--- config.mk ---
export PLATFORM = sky130hd
export DESIGN_NAME = aes_round_ctrl
export DESIGN_NICKNAME = d
export VERILOG_FILES = /design/src/rtl/aes_pkg.sv /design/src/rtl/aes_round_ctrl_round_counter.sv /design/src/rtl/aes_round_ctrl.sv
export SDC_FILE = /design/constraint.sdc
export NUM_CORES = 1
export LEC_CHECK = 0
export BUFFER_PORTS_ARGS = -buffer_cell sky130_fd_sc_hd__buf_2
export CORE_MARGIN = 2
export CORE_UTILIZATION = 35
export DETAILED_ROUTE_END_ITERATION = 10
export PLACE_DENSITY_LB_ADDON = 0.08
export REMOVE_ABC_BUFFERS = 1
export SETUP_SLACK_MARGIN = 0.02
export SYNTH_ARGS = -nofsm -noshare
export SYNTH_HDL_FRONTEND = slang
export SYNTH_SLANG_ARGS = --single-unit
--- constraint.sdc ---
create_clock -name clk -period 1.8 [get_ports clk]
set_input_delay 0.18 -clock clk [delete_from_list [all_inputs] [get_ports clk]]
set_output_delay 0.18 -clock clk [all_outputs]
set_load 0.02 [all_outputs]
--- src/rtl/aes_pkg.sv ---
// Shared types and constants for the AES round sequencer.
// State encoding, key-size round counts and round index width.
package aes_pkg;

   localparam int AES_ROUNDS_128 = 10;
   localparam int AES_ROUNDS_192 = 12;
   localparam int AES_ROUNDS_256 = 14;
   localparam int ROUND_IDX_W    = 4;

   typedef enum logic [2:0] {
      ST_IDLE,
      ST_INIT_ARK,
      ST_SB,
      ST_SR,
      ST_MC,
      ST_ARK,
      ST_DONE
   } aes_state_e;

   function automatic logic is_ark(input aes_state_e s);
      return (s == ST_INIT_ARK) || (s == ST_ARK);
   endfunction

endpackage

--- src/rtl/aes_round_ctrl_round_counter.sv ---
// Round index register for the AES sequencer.
// Clear has priority; increments saturate at the terminal round.
module aes_round_ctrl_round_counter
   import aes_pkg::*;
#(
   parameter int NUM_ROUNDS = AES_ROUNDS_128
) (
   input  logic                   clk,
   input  logic                   rst,
   input  logic                   clr,
   input  logic                   inc,
   output logic [ROUND_IDX_W-1:0] idx,
   output logic                   last
);

   localparam logic [ROUND_IDX_W-1:0] LAST_IDX = ROUND_IDX_W'(NUM_ROUNDS);

   assign last = (idx == LAST_IDX);

   always_ff @(posedge clk or posedge rst) begin
      if (rst) begin
         idx <= '0;
      end else if (clr) begin
         idx <= '0;
      end else if (inc && !last) begin
         idx <= idx + 1'b1;
      end
   end

endmodule

--- src/rtl/aes_round_ctrl.sv ---
// AES round sequencer: one transformation step per clock,
// round index to the key schedule, valid/ready block hand-off.
module aes_round_ctrl
   import aes_pkg::*;
#(
   parameter int NUM_ROUNDS = AES_ROUNDS_128
) (
   input  logic                   clk,
   input  logic                   rst,
   input  logic                   start,
   input  logic                   abort,
   input  logic                   key_ready,
   input  logic                   out_ready,
   output logic                   load_state,
   output logic                   sb_en,
   output logic                   sr_en,
   output logic                   mc_en,
   output logic                   ark_en,
   output logic                   state_we,
   output logic [ROUND_IDX_W-1:0] round_idx,
   output logic                   busy,
   output logic                   out_valid
);

   aes_state_e state_q;
   aes_state_e state_d;

   logic idle_q;
   logic sb_q;
   logic sr_q;
   logic mc_q;
   logic ark_q;
   logic done_q;

   logic cnt_clr;
   logic cnt_inc;
   logic last;

   always_comb begin
      state_d = state_q;
      if (abort) begin
         state_d = ST_IDLE;
      end else begin
         unique case (state_q)
            ST_IDLE: begin
               if (start) state_d = ST_INIT_ARK;
            end
            ST_INIT_ARK: begin
               if (key_ready) state_d = ST_SB;
            end
            ST_SB: begin
               state_d = ST_SR;
            end
            ST_SR: begin
               state_d = last ? ST_ARK : ST_MC;
            end
            ST_MC: begin
               state_d = ST_ARK;
            end
            ST_ARK: begin
               if (key_ready) state_d = last ? ST_DONE : ST_SB;
            end
            ST_DONE: begin
               if (out_ready) state_d = ST_IDLE;
            end
            default: begin
               state_d = ST_IDLE;
            end
         endcase
      end
   end

   // Step flags are decoded from the next state so they leave flops.
   always_ff @(posedge clk or posedge rst) begin
      if (rst) begin
         state_q <= ST_IDLE;
         idle_q  <= 1'b1;
         sb_q    <= 1'b0;
         sr_q    <= 1'b0;
         mc_q    <= 1'b0;
         ark_q   <= 1'b0;
         done_q  <= 1'b0;
      end else begin
         state_q <= state_d;
         idle_q  <= (state_d == ST_IDLE);
         sb_q    <= (state_d == ST_SB);
         sr_q    <= (state_d == ST_SR);
         mc_q    <= (state_d == ST_MC);
         ark_q   <= is_ark(state_d);
         done_q  <= (state_d == ST_DONE);
      end
   end

   assign cnt_clr = abort
                  || (state_q == ST_IDLE)
                  || ((state_q == ST_DONE) && out_ready);

   assign cnt_inc = !abort && key_ready && is_ark(state_q)
                  && !((state_q == ST_ARK) && last);

   aes_round_ctrl_round_counter #(
      .NUM_ROUNDS(NUM_ROUNDS)
   ) u_cnt (
      .clk (clk),
      .rst (rst),
      .clr (cnt_clr),
      .inc (cnt_inc),
      .idx (round_idx),
      .last(last)
   );

   // Abort kills every enable in its own cycle.
   assign load_state = idle_q && start && !abort && !rst;
   assign sb_en      = sb_q && !abort;
   assign sr_en      = sr_q && !abort;
   assign mc_en      = mc_q && !abort;
   assign ark_en     = ark_q && key_ready && !abort;
   assign state_we   = load_state | sb_en | sr_en | mc_en | ark_en;
   assign busy       = !idle_q;
   assign out_valid  = done_q;

endmodule
==> results of run 1 <==
==> cells by family (layout without fill, tap and decap cells) <==
logic type | count (synthesis) | count (layout)
buffers and inverters | 7 | 26
AO/OA/AOI/OAI | 13 | 13
XOR/XNOR | 2 | 2
flip-flops | 13 | 13
adder cells (fa/ha/maj) | 2 | 2
AND/OR/NAND/NOR | 36 | 36
==> sequential cells by signal, summed over array words and instances, names as in the netlist <==
| signal | cells |
|---|---|
| ark_q | 1 |
| idle_q | 1 |
| mc_q | 1 |
| out_valid | 1 |
| sb_q | 1 |
| sr_q | 1 |
| state_q | 3 |
| u_cnt.idx | 4 |
==> final timing paths <==
check | to | slack [ns] | cells after the start
max | state_we | 0.08 | 5
min | sb_q | 0.25 | 3
max reg2reg | mc_q | 0.24 | 6
min reg2reg | u_cnt.idx[2] | 0.60 | 2
max in group asynchronous | idle_q | 0.96 | 3
min in group asynchronous | sr_q | 0.49 | 3
==> what timing repair did <==
action / CTS / global route
endpoints found under the hold margin: 12 / 0
setup endpoints to repair: 0 / 1
gates resized for setup: 0 / 2
hold buffers: 1 / 0
==> report_power, final <==
part           internal, mW  switching [mW]  total, mW
registers             0.314          0.0211      0.335
logic                0.0534          0.0731      0.127
clock network        0.0860          0.0966      0.183
total                 0.453           0.191      0.644
==> cell type report <==
type                            instances  area, µm²  share of cell area, %
Multi-Input combinational cell         53        354                   41.3
Sequential cell                        13        327                   38.1
Timing Repair Buffer                   18        101                   11.8
Tap cell                               27       33.8                   3.94
Clock buffer                            4       26.3                   3.07
Inverter                                4       15.0                   1.75
==> worst max-delay path, stage by stage <==
cell	delay, ns
dlygate4sd3_1	0.53
buf_2	0.11
nor3_1	0.05
or4b_1	0.51
buf_6	0.16
==> metal layers <==
layer / global-route usage, % / up-vias / routed length (µm)
li1: - / 294 / -
met1: 19.3 / 279 / 722
met2: 20.5 / 14 / 639
met3: 1.84 / 2 / 52
met4: 5.71 / 0 / 14
met5: 0 / - / 0
==> placed cells by master, fill, tap and decap left out, types with 2 or more instances in the layout <==
cell,count
nor2_1,8
buf_2,16
inv_1,3
nand2_1,5
clkbuf_4,3
a21o_1,2
dfrtp_1,12
and3b_1,3
a21oi_1,5
nor3_1,4
nor4b_1,2
ha_1,2
nor2b_1,3
==> impl_metrics.py, run 1 <==
metrics = {
    "floorplanning": {
        "dieArea_um2": 2420,
        "fp.dieW_um": 49.2,
        "core_area_um2": 1940,
        "die-height_um": 49.2,
        "num_rows": 16,
        "start_util_pct": 36.9,
        "ioPinCount": 18,
    },
    "routing": {
        "drt-total-wl_mm": 1.43,
        "wire_per_inst_um": 12.0,
        "vias_per_cell": 4.95,
        "ant_nets": 0,
        "dr.pass1.iters": 4,
        "vias": 589,
        "drc": 0,
        "drt_iter0_drc": 8,
    },
    "logic_synthesis": {
        "synth_common_cells": "12 x dfrtp_1, 8 x nor2_1, 5 x a21oi_1, 5 x nand2_1, 4 x nor3_1",
        "async_reset_ff_share_pct": 100,
        "synth_fa_ha_area_share_pct": 3.50,
        "synthSimpleGateAreaFrac_pct": 31.5,
        "synth.distinct_cells": 34,
        "synth_top_area_share_pct": 42.0,
        "synth_seq_cells": 13,
        "ys_seq_area_share_pct": 45.6,
        "synthMuxAreaShare_pct": 0,
        "yosysWarnings": 0,
        "synthXorXnorAreaFrac_pct": 2.45,
        "synth.avg_cell_area_um2": 9.80,
        "postSynth.topFlopCell": "dfrtp_1",
        "yosysMostFrequentCell": "dfrtp_1",
        "synth_top_cells_by_area": "dfrtp_1 42%, nor2_1 4.2%, dfstp_2 3.7%",
        "yosysTopAreaCell": "dfrtp_1",
        "synth_compound_area_share_pct": 12.1,
        "synth-edff-count": 0,
        "synth_top_family_by_area": "simple AND/OR/NAND/NOR gates",
        "netlist_area_um2": 716,
        "syn_inst": 73,
    },
    "sta": {
        "setup-violations-final": 0,
        "period_share_pct": 95.3,
        "tightest_slew_ns": 0.500,
        "relSlewSlack_pct": 66.7,
        "holdWs_ns": 0.247,
        "fin_skew_ns": 0.00124,
        "layout_setup_ws_ns": 0.0840,
        "fmax_ghz": 0.583,
        "finalMaxSlewViolations": 0,
        "period_minus_slack_ns": 1.72,
        "tns_ns": 0,
        "hold_viol_final": 0,
        "rsz0062_at_grt": "no",
    },
    "global_route": {
        "antenna_found_initial": 0,
        "track_usage_pct": 13.6,
        "grt_pass1_wl_mm": 2.58,
        "grt_pass1_vias": 549,
        "grt_max_degree": 15,
        "grt_overflow": 0,
    },
    "job": {
        "maxCapViolCount": 0,
    },
    "finish": {
        "postLayoutCellArea_um2": 857,
        "nFillCells": 213,
        "fin_cells": 119,
        "antenna_cells": 0,
        "syn_to_final_growth_pct": 19.8,
        "num-nets-final": 101,
        "final_util_pct": 44.1,
        "layout-drive-gt1-share_pct": 26.1,
    },
    "worst_hold_path": {
        "min_from": "key_ready",
        "holdCritPathClass": "primary input to flop",
    },
    "worst_setup_path": {
        "required_ns": 1.62,
        "start_kind": "primary input",
        "setup.worst_path.end_class": "output pin",
        "critPathLaunch": "rst",
        "crit_arrival_ns": 1.54,
        "crit_fanout": 2,
        "worstReg2RegStart": "u_cnt.idx[0]",
        "critical_path_class": "primary input to output pin",
    },
    "clock_network": {
        "cts.sinks": 13,
        "post_cts_buffers": 0,
        "clkLatencyLatePin_ns": 0.28,
        "clock_path_buffers": 2,
        "clk_pin_slew_ns": 0.08,
        "h-tree-depth": 1,
        "cts_buffers": 3,
        "cts_tree": "yes",
        "cts_root_buf": "clkbuf_4",
    },
    "placed_design": {
        "place_ws_ns": 0.249,
        "io_buffers": 17,
        "hpwl_mm": 1.00,
        "dpl_cell_area_um2": 815,
        "placedCellCount": 114,
        "place_congestion": 0.768,
    },
    "outcome": {
        "outcome": "finished clean",
    },
    "pwr": {
        "powerDensity_nw_per_um2": 751,
        "power.total_mw": 0.644,
        "peakVddDrop_v": 0.000394,
        "power.leakage_nw": 0.436,
    },
}
No activity file was read; power rests on OpenSTA's default activity.
==> inputs of run 2 (changes only) <==
--- a/config.mk
+++ b/config.mk
@@ -9,7 +9,6 @@
 export CORE_MARGIN = 2
 export CORE_UTILIZATION = 35
 export DETAILED_ROUTE_END_ITERATION = 10
-export PLACE_DENSITY_LB_ADDON = 0.08
 export REMOVE_ABC_BUFFERS = 1
 export SETUP_SLACK_MARGIN = 0.02
 export SYNTH_ARGS = -nofsm -noshare
==> run 2 against run 1 <==
Against the previous run:
- utilization down 0.26 points
- clock power about the same
- hold slack worse by 0.0067 ns
- worst setup slack better by 0.0080 ns
- sequential power about the same
- combinational power down 6%
- register-to-register slack better by 0.07 ns
- flip-flop and latch count unchanged
- wire length down 5.0%
- cell area down 0.58%
==> impl_metrics.py, run 2 (same netlist as run 1, synthesis figures left out) <==
metrics = {
    "worst_setup_path": {
        "worstReg2RegStart": "u_cnt.idx[0]",
        "crit_fanout": 2,
        "crit_chain": "dlygate4sd3_1 -> buf_2 -> nor3_1 -> or4b_1 -> buf_2",
        "slowest_stage": "dlygate4sd3_1",
        "crit_arrival_ns": 1.53,
        "max_stage_delay_ns": 0.52,
        "cp_common_cell": "buf_2",
        "start_kind": "primary input",
        "reg2reg_depth": 6,
        "setup.worst_path.end_class": "output pin",
        "r2r_end": "u_cnt.idx[1]",
        "critical_path_class": "primary input to output pin",
        "r2r_slack_ns": 0.31,
        "required_ns": 1.62,
    },
    "clock_network": {
        "cts_tree": "yes",
        "clock_path_buffers": 2,
        "cts_root_buf": "clkbuf_4",
        "h-tree-depth": 1,
        "clkLatencyLatePin_ns": 0.28,
        "cts_buffers": 3,
        "cts.sinks": 13,
        "clk_pin_slew_ns": 0.08,
    },
    "routing": {
        "vias": 569,
        "ant_nets": 0,
        "vias_per_cell": 4.78,
        "dr.pass1.iters": 4,
        "drt_iter0_drc": 9,
        "wire_per_inst_um": 11.4,
        "drt-total-wl_mm": 1.36,
        "drc": 0,
    },
    "sta": {
        "rsz0062_at_grt": "no",
        "tightest_slew_ns": 0.504,
        "period_share_pct": 94.9,
        "fin_skew_ns": 0.00245,
        "finalMaxSlewViolations": 0,
        "tns_ns": 0,
        "relSlewSlack_pct": 66.3,
        "holdWs_ns": 0.240,
        "hold_viol_final": 0,
        "period_minus_slack_ns": 1.71,
        "fmax_ghz": 0.585,
        "setup-violations-final": 0,
    },
    "worst_hold_path": {
        "min_from": "abort",
        "min_path_cells": 2,
        "hold_end": "mc_q",
        "holdCritPathClass": "primary input to flop",
    },
    "finish": {
        "final_common_cell": "buf_2",
        "syn_to_final_growth_pct": 19.1,
        "num-nets-final": 101,
        "final_util_pct": 43.9,
        "regArea_um2": 327,
        "largest_reg_flops": 4,
        "multi_input_area_um2": 354,
        "final_cell_mix": "17 x buf_2, 12 x dfrtp_1, 8 x nor2_1, 5 x a21oi_1, 5 x nand2_1",
        "nFillCells": 195,
        "top_register": "u_cnt.idx",
        "largestRegisters": "u_cnt.idx (4), state_q (3)",
        "layout-drive-gt1-share_pct": 27.2,
        "antenna_cells": 0,
    },
    "floorplanning": {
        "fp.dieW_um": 49.2,
        "start_util_pct": 36.9,
        "ioPinCount": 18,
        "core_area_um2": 1940,
        "num_rows": 16,
        "die-height_um": 49.2,
        "dieArea_um2": 2420,
    },
    "pwr": {
        "switching_share_pct": 30.3,
        "power.leakage_nw": 0.438,
        "seqPwrFrac_pct": 52.4,
        "switchingPower_mw": 0.193,
        "p_clk_share_pct": 28.8,
        "power.internal_mw": 0.446,
        "powerDensity_nw_per_um2": 750,
        "combPwrFrac_pct": 18.8,
        "peakVddDrop_v": 0.000400,
    },
    "placed_design": {
        "place_congestion": 0.764,
        "io_buffers": 17,
        "hpwl_mm": 1.02,
    },
    "global_route": {
        "track_usage_pct": 12.5,
        "antenna_found_initial": 0,
        "grt_max_degree": 15,
        "grt_pass1_wl_mm": 2.34,
        "grt_pass1_vias": 545,
        "grt_overflow": 0,
    },
    "job": {
        "maxCapViolCount": 0,
    },
    "outcome": {
        "outcome": "finished clean",
    },
}
## run 2: how the worst max path moves through the flow
| stage | cells past startpoint | slack, ns | to | from |
|---|---|---|---|---|
| finish | 5 | 0.09 | state_we | rst |
| CTS | 5 | 0.09 | state_we | rst |
| global route | 5 | 0.03 | state_we | rst |
| floorplan | 3 | 0.25 | state_we | idle_q |
| detailed placement | 5 | 0.31 | state_we | abort |
| global placement | 5 | 0.31 | state_we | abort |
## run 2: area by class of cell
| class | instances | area share, % |
|---|---|---|
| Sequential cell | 13 | 38.3 |
| Clock inverter | 1 | 0.587 |
| Tap cell | 27 | 3.96 |
| Clock buffer | 3 | 2.64 |
| Timing Repair Buffer | 18 | 11.2 |
| Multi-Input combinational cell | 53 | 41.6 |
| Inverter | 4 | 1.76 |
## run 2: repair_timing
item | in CTS | in global routing
endpoints found under the hold margin | 12 | 0
hold buffers | 1 | 0
setup buffers | 0 | 0
gates resized for setup | 0 | 0
## run 2: worst max-delay path, delay by kind of cell
kind          cells  cell delay (ns)
buf+inv           3             0.80
simple gates      2             0.55
## run 2: per-stage QoR
step / setup slack [ns] / area [µm²] / cells / power, mW
2_1_floorplan: 0.254 / 696 / 70 / 0.420
3_3_place_gp: 0.308 / 815 / 114 / 0.460
3_5_place_dp: 0.312 / 815 / 114 / 0.460
4_1_cts: 0.0898 / 852 / 119 / 0.649
5_1_grt: 0.0278 / 852 / 119 / 0.677
6_report: 0.0919 / 852 / 119 / 0.639
## run 2: metal layers
layer	routed length (µm)	GRT usage (%)	vias up
met5	0	0	-
met4	18	5.71	0
met3	44	2.76	2
met2	616	19.4	9
met1	678	16.5	259
li1	-	-	299
## run 2: power by group through the flow
stage	Sequential, mW	Combinational, mW	Clock, mW
after floorplan	0.337	0.0829	0
after global placement	0.340	0.120	0
after detailed placement	0.340	0.120	0
after CTS	0.335	0.122	0.192
after global routing	0.340	0.134	0.203
final	0.335	0.120	0.184
